### src/rtl/clock_set_ctrl.sv
// Time-setting sequencer for the century clock: mode button walks the field selection,
// up/down issue one-cycle strobes to the selected counter, with hold-to-repeat and idle timeout.
module clock_set_ctrl #(
    parameter int REPEAT_DELAY  = 500,
    parameter int REPEAT_PERIOD = 100,
    parameter int TIMEOUT       = 10000,
    parameter int BLINK_HALF    = 250,
    parameter int CNT_W         = 16
) (
    input  logic       clk,
    input  logic       rst_n,
    input  logic       btn_mode,
    input  logic       btn_up,
    input  logic       btn_down,
    output logic       run_en,
    output logic [2:0] sel,
    output logic [5:0] inc,
    output logic [5:0] dec,
    output logic       blink
);

    typedef enum logic [2:0] {
        S_RUN  = 3'd0,
        S_SEC  = 3'd1,
        S_MIN  = 3'd2,
        S_HOUR = 3'd3,
        S_DAY  = 3'd4,
        S_MON  = 3'd5,
        S_YEAR = 3'd6
    } state_t;

    localparam logic [CNT_W-1:0] C_DELAY_END  = CNT_W'(REPEAT_DELAY - 1);
    localparam logic [CNT_W-1:0] C_PERIOD_END = CNT_W'(REPEAT_PERIOD - 1);
    localparam logic [CNT_W-1:0] C_IDLE_END   = CNT_W'(TIMEOUT - 1);
    localparam logic [CNT_W-1:0] C_BLINK_END  = CNT_W'(BLINK_HALF - 1);
    localparam logic [CNT_W-1:0] C_CNT_MAX    = '1;
    localparam logic [CNT_W-1:0] C_ONE        = CNT_W'(1);

    // Button vectors are ordered {mode, down, up}.
    logic [2:0]       r_sync1;
    logic [2:0]       r_sync2;
    logic [2:0]       r_prev;
    state_t           r_state;
    logic             r_rep_act;
    logic             r_rep_dir;
    logic             r_rep_phase;
    logic [CNT_W-1:0] r_rep_cnt;
    logic [CNT_W-1:0] r_idle_cnt;
    logic [CNT_W-1:0] r_blink_cnt;
    logic             r_run_en;
    logic [2:0]       r_sel;
    logic [5:0]       r_inc;
    logic [5:0]       r_dec;
    logic             r_blink;

    logic [2:0] w_rise;
    logic       w_up;
    logic       w_dn;
    logic       w_both;
    logic       w_set;
    logic       w_held;
    logic       w_rep_hit;
    logic       w_block;
    logic       w_up_stb;
    logic       w_dn_stb;
    logic       w_stb;
    logic       w_timeout;
    logic [5:0] w_field;
    state_t     w_next;

    always_ff @(posedge clk or negedge rst_n) begin
        if (!rst_n) begin
            r_sync1 <= '0;
            r_sync2 <= '0;
            r_prev  <= '0;
        end else begin
            r_sync1 <= {btn_mode, btn_down, btn_up};
            r_sync2 <= r_sync1;
            r_prev  <= r_sync2;
        end
    end

    assign w_rise  = r_sync2 & ~r_prev;
    assign w_up    = r_sync2[0];
    assign w_dn    = r_sync2[1];
    assign w_both  = w_up & w_dn;
    assign w_set   = (r_state != S_RUN);
    // Repeat continues only while the button that earned the press strobe is held alone.
    assign w_held    = r_rep_dir ? (w_dn & ~w_up) : (w_up & ~w_dn);
    assign w_rep_hit = r_rep_act & w_held &
                       (r_rep_cnt == (r_rep_phase ? C_PERIOD_END : C_DELAY_END));
    assign w_block   = ~w_set | w_rise[2] | w_both;
    assign w_up_stb  = ~w_block & (w_rise[0] | (w_rep_hit & ~r_rep_dir));
    assign w_dn_stb  = ~w_block & (w_rise[1] | (w_rep_hit & r_rep_dir));
    assign w_stb     = w_up_stb | w_dn_stb;
    assign w_timeout = w_set & ~(|w_rise) & ~w_stb & (r_idle_cnt == C_IDLE_END);
    assign w_field   = 6'b000001 << (r_state - 3'd1);

    always_comb begin
        w_next = r_state;
        if (w_rise[2]) begin
            if (r_state == S_YEAR) w_next = S_RUN;
            else                   w_next = state_t'(r_state + 3'd1);
        end else if (w_timeout) begin
            w_next = S_RUN;
        end
    end

    always_ff @(posedge clk or negedge rst_n) begin
        if (!rst_n) begin
            r_state     <= S_RUN;
            r_sel       <= 3'd0;
            r_run_en    <= 1'b1;
            r_inc       <= '0;
            r_dec       <= '0;
            r_rep_act   <= 1'b0;
            r_rep_dir   <= 1'b0;
            r_rep_phase <= 1'b0;
            r_rep_cnt   <= '0;
            r_idle_cnt  <= '0;
            r_blink_cnt <= '0;
            r_blink     <= 1'b0;
        end else begin
            r_state  <= w_next;
            r_sel    <= w_next;
            r_run_en <= (w_next == S_RUN);
            r_inc    <= w_up_stb ? w_field : 6'b0;
            r_dec    <= w_dn_stb ? w_field : 6'b0;

            if (w_block || w_timeout) begin
                r_rep_act   <= 1'b0;
                r_rep_phase <= 1'b0;
                r_rep_cnt   <= '0;
            end else if (w_rise[0] || w_rise[1]) begin
                r_rep_act   <= 1'b1;
                r_rep_dir   <= w_rise[1];
                r_rep_phase <= 1'b0;
                r_rep_cnt   <= '0;
            end else if (w_rep_hit) begin
                r_rep_phase <= 1'b1;
                r_rep_cnt   <= '0;
            end else if (r_rep_act && w_held) begin
                if (r_rep_cnt != C_CNT_MAX) r_rep_cnt <= r_rep_cnt + C_ONE;
            end else begin
                r_rep_act   <= 1'b0;
                r_rep_phase <= 1'b0;
                r_rep_cnt   <= '0;
            end

            if (w_next == S_RUN || (|w_rise) || w_stb) begin
                r_idle_cnt <= '0;
            end else if (r_idle_cnt != C_CNT_MAX) begin
                r_idle_cnt <= r_idle_cnt + C_ONE;
            end

            // Blink phase restarts on field entry and on each strobe so the new value shows at once.
            if (w_next == S_RUN || w_rise[2] || w_stb) begin
                r_blink     <= 1'b0;
                r_blink_cnt <= '0;
            end else if (r_blink_cnt == C_BLINK_END) begin
                r_blink     <= ~r_blink;
                r_blink_cnt <= '0;
            end else begin
                r_blink_cnt <= r_blink_cnt + C_ONE;
            end
        end
    end

    assign run_en = r_run_en;
    assign sel    = r_sel;
    assign inc    = r_inc;
    assign dec    = r_dec;
    assign blink  = r_blink;

endmodule
### config.mk
export PLATFORM = sky130hd
export DESIGN_NAME = clock_set_ctrl
export DESIGN_NICKNAME = d
export VERILOG_FILES = /design/src/rtl/clock_set_ctrl.sv
export SDC_FILE = /design/constraint.sdc
export NUM_CORES = 1
export LEC_CHECK = 0
export CAP_MARGIN = 20
export CORE_UTILIZATION = 53
export DETAILED_ROUTE_END_ITERATION = 10
export GPL_ROUTABILITY_DRIVEN = 0
export PLACE_DENSITY = 0.75
export RECOVER_POWER = 25
export SYNTH_ARGS = -nofsm -noshare
export SYNTH_HDL_FRONTEND = slang
export SYNTH_SLANG_ARGS = --single-unit
### constraint.sdc
create_clock -name clk -period 1.95 [get_ports clk]
set_clock_uncertainty 0.1 [all_clocks]
set_input_delay 0.195 -clock clk [delete_from_list [all_inputs] [get_ports clk]]
set_output_delay 0.195 -clock clk [all_outputs]
set_load 0.02 [all_outputs]
==> reports/metrics.csv <==
stage,metric,value,unit
run_status,status,"finished, violations left",
run_status,failing checks,setup timing,
routing,First DRT Iteration DRCs,172,
timing,Final Hold Vio Count,0,
clocking,Inserted Clock Buffers,9,
timing,Slew HR,0.420,
power_and_ir_drop,P_sw,1.27,mW
timing,TNS Setup,-0.410,ns
hold_path,Cells on Worst Hold Path,0,
run,Max Cap Viol,0,
clocking,later-pin clock latency in the skew report,0.34,ns
power_and_ir_drop,Final Power,4.09,mW
power_and_ir_drop,Pwr per Cell Area,839,mW/mm²
setup_path,cell family with most CP delay,simple AND/OR/NAND/NOR gates,
floorplan,initial core utilization,0.547,
floorplan,Die Height,85.7,µm
power_and_ir_drop,register share of total power,0.432,
final_layout,Reg area,0.00193,mm²
power_and_ir_drop,Gate power share,0.274,
logic_synthesis,number of flops mapped to enable cells by yosys,0,
routing,Routed wire per std cell,14.3,µm
global_routing,Total GRT Usage,0.238,
setup_path,R2R cell count,7,
clocking,CTS sink count,77,
power_and_ir_drop,Clk network pwr share,0.294,
timing,Worst-Margin Slew,0.870,ns
global_routing,first-pass GRT wire length,13900,µm
setup_path,crit-path cells,nor2b_2 -> nor4_2 -> buf_4 -> nor2b_1 -> o21ai_4 -> buf_6 -> nor3_2,
setup_path,buffers and inverters on the worst path,2,
logic_synthesis,cell count after synthesis,375,
setup_path,FF-to-FF Start,r_sync2[0],
timing,final hold slack,0.252,ns
routing,vias post-DR,3062,
hold_path,WHS Endpoint,r_sync2[0],
clocking,TritonCTS clock tree,done,
power_and_ir_drop,leak pwr,1.97,nW
floorplan,core area,0.00679,mm²
logic_synthesis,Synth Area in Simple Gates,0.288,
timing,final worst setup slack,-0.0522,ns
final_layout,Area Growth Syn to Fin,31.1,%
logic_synthesis,Synth top area share,0.512,
logic_synthesis,mux cell area share after synthesis,0.0108,
clocking,CTS Buffer Depth,2,
floorplan,DIE AREA,0.00735,mm²
setup_path,CP startpoint kind,flip-flop,
final_layout,fin area,0.00487,mm²
routing,DRT Pass-1 Iters,4,
routing,Via density,5.51,
power_and_ir_drop,Sw Ratio,0.312,
hold_path,min-delay worst type,flip-flop to flip-flop,
logic_synthesis,average size of a mapped cell,9.91,µm²
timing,crit share post-route,1.03,
place,placed instance area,0.00442,mm²
routing,Final ANT Viol Nets,0,
global_routing,GR Overflow Total,0,
logic_synthesis,YS warnings,0,
setup_path,max incr delay on CP,0.46,ns
routing,final wirelength,7950,µm
final_layout,Ant. Diodes,0,
setup_path,CP Data Arrival Time,2.17,ns
final_layout,area of the multi-input gates,0.00189,mm²
logic_synthesis,XOR/XNOR Fraction of Synth Area,0.0849,
clocking,H-tree depth,3,
logic_synthesis,post-synthesis compound-gate area fraction,0.0556,
timing,crit path time final,2.00,ns
floorplan,Chip Width,85.7,µm
logic_synthesis,synthesized net count,385,
floorplan,IO Pins,22,
routing,drt drc,0,
logic_synthesis,synthesized cell area,0.00371,mm²
setup_path,r2r endpoint,r_idle_cnt[2],
global_routing,vias in the first global route,3069,
power_and_ir_drop,cell internal pwr,2.81,mW
timing,Slew Limit Fails,0,
setup_path,CP required,2.11,ns
setup_path,R2R setup slack,-0.05,ns
logic_synthesis,sequential share of the synthesized area,0.519,
final_layout,Fillers,486,
timing,RSZ-0062 raised after global routing,yes,
place,IO buf count,21,
place,placed wire-length estimate,5350,µm
logic_synthesis,Post-Synth Adder-Cell Area,0.0168,
setup_path,WS Path Type,flip-flop to flip-flop,
clocking,Worst-path clk slew,0.08,ns
final_layout,nets@finish,465,
timing,Max Clk Rate,499,MHz
timing,"Setup violations, final",30,
logic_synthesis,Yosys cell types,53,
hold_path,worst min-delay path startpoint,r_sync1[0],
global_routing,largest net degree at the start of global routing,44,
setup_path,"critical path fanouts, max",7,
logic_synthesis,Synth Flop Type,dfrtp_1,
power_and_ir_drop,peak supply drop,0.603,mV
logic_synthesis,Synth area leader,dfrtp_1,
setup_path,CP max-delay cell,dfrtp_2,
setup_path,Crit. End Element,flip-flop,
floorplan,num rows,30,
final_layout,final core utilization,0.717,
logic_synthesis,post-synthesis register bit count,77,
logic_synthesis,largest family of logic cells by synthesized area,simple AND/OR/NAND/NOR gates,
logic_synthesis,asr flop ratio synth,1.00,
clocking,root buffer cell,clkbuf_8,
global_routing,initial antenna violation count,0,
final_layout,share of post-route cells with drive strength above 1,0.263,
logic_synthesis,most area-consuming cells after synthesis,"dfrtp_1 (51%), nor2_1 (7.5%), xnor2_1 (5.9%)",
-- cell usage after synthesis, types with 4 or more instances --
cell	count
a21oi_1	7
buf_2	5
dfrtp_1	76
ha_1	5
inv_1	8
mux2i_1	4
nand2_1	28
nand3_1	19
nand4_1	14
nor2_1	74
nor2b_1	5
nor3_1	22
nor4_1	12
o21ai_0	5
xnor2_1	25
xor2_1	11
-- sequential cells by signal, summed over array words and instances, names as in the netlist --
name	cells
blink	1
dec	6
inc	6
r_blink_cnt	16
r_idle_cnt	16
r_prev	3
r_rep_act	1
r_rep_cnt	16
r_rep_dir	1
r_rep_phase	1
r_sync1	3
r_sync2	3
run_en	1
sel	3
-- power by group through the flow --
stage	combinational, mW	clock [mW]	sequential [mW]
after CTS	1.00	1.23	1.76
after global routing	1.22	1.29	1.77
after detailed placement	0.961	0	1.79
final	1.12	1.20	1.76
after global placement	0.929	0	1.78
after floorplan	0.472	0	1.85
-- through the flow --
step	instances	setup slack, ns
2_1_floorplan	375	0.00549
3_3_place_gp	535	-0.0291
3_5_place_dp	535	-0.0976
4_1_cts	553	-0.0410
5_1_grt	556	-0.153
6_report	556	-0.0522
-- logic make-up (layout without fill, tap and decap cells) --
family / Yosys count / in the layout
AO/OA/AOI/OAI: 30 / 30
XOR/XNOR: 36 / 36
adder cells (fa/ha/maj): 5 / 5
buffers and inverters: 18 / 103
flip-flops: 77 / 77
multiplexers: 4 / 4
AND/OR/NAND/NOR: 205 / 205
-- cell usage in the layout (no fill, tap or decap), drive strengths merged, types with 4 or more instances in the layout --
cell type and n:
dfrtp 76, nor2 74, buf 57, nand2 28, xnor2 25, nor3 22
nand3 19, clkdlybuf4s50 17, nand4 15, nor4 15, clkbuf 14, xor2 11
inv 8, a21oi 8, o21ai 6, ha 5, nor2b 5, mux2i 4
dlygate4sd3 4, or4 4
-- worst register-to-register path: cells and delay by family (launching register included) --
family | cells | cell delay, ns
DFF | 1 | 0.46
and+or+nand+nor | 4 | 0.92
buffers and inverters | 2 | 0.33
AOI/OAI and AO/OA | 1 | 0.11
-- area by class of cell --
| class | count | area share |
|---|---|---|
| Inverter | 8 | 0.00616 |
| Clock inverter | 3 | 0.00976 |
| Clock buffer | 13 | 0.0306 |
| Sequential cell | 77 | 0.396 |
| Timing Repair Buffer | 79 | 0.144 |
| Tap cell | 96 | 0.0247 |
| Multi-Input combinational cell | 280 | 0.389 |
-- worst max-delay path by stage --
| stage | slack (ns) | endpoint | cells past startpoint | from |
|---|---|---|---|---|
| floorplan | 0.005 | r_rep_cnt[10] | 6 | r_idle_cnt[6] |
| global placement | -0.03 | r_blink_cnt[15] | 7 | r_rep_cnt[10] |
| detailed placement | -0.1 | r_blink_cnt[7] | 7 | r_rep_cnt[10] |
| CTS | -0.04 | sel[2] | 5 | r_idle_cnt[6] |
| global route | -0.15 | run_en | 5 | r_idle_cnt[6] |
| finish | -0.05 | r_idle_cnt[2] | 7 | r_sync2[0] |
-- what timing repair did --
action,in CTS,in global routing
resized for setup,13,40
setup buffers,1,2
hold buffers,1,0
cloned,0,1
setup endpoints to repair,59,64
endpoints found under the hold margin,34,0
pin swaps,7,13
-- metal layers --
layer / track usage / wire length (µm) / vias to the layer above
met5: 0 / 0 / -
met3: 0.0433 / 258 / 8
li1: - / - / 1480
met1: 0.317 / 3600 / 1500
met4: 0.0924 / 76 / 0
met2: 0.391 / 4010 / 74
Note: power is estimated with default switching activity, not from simulation.
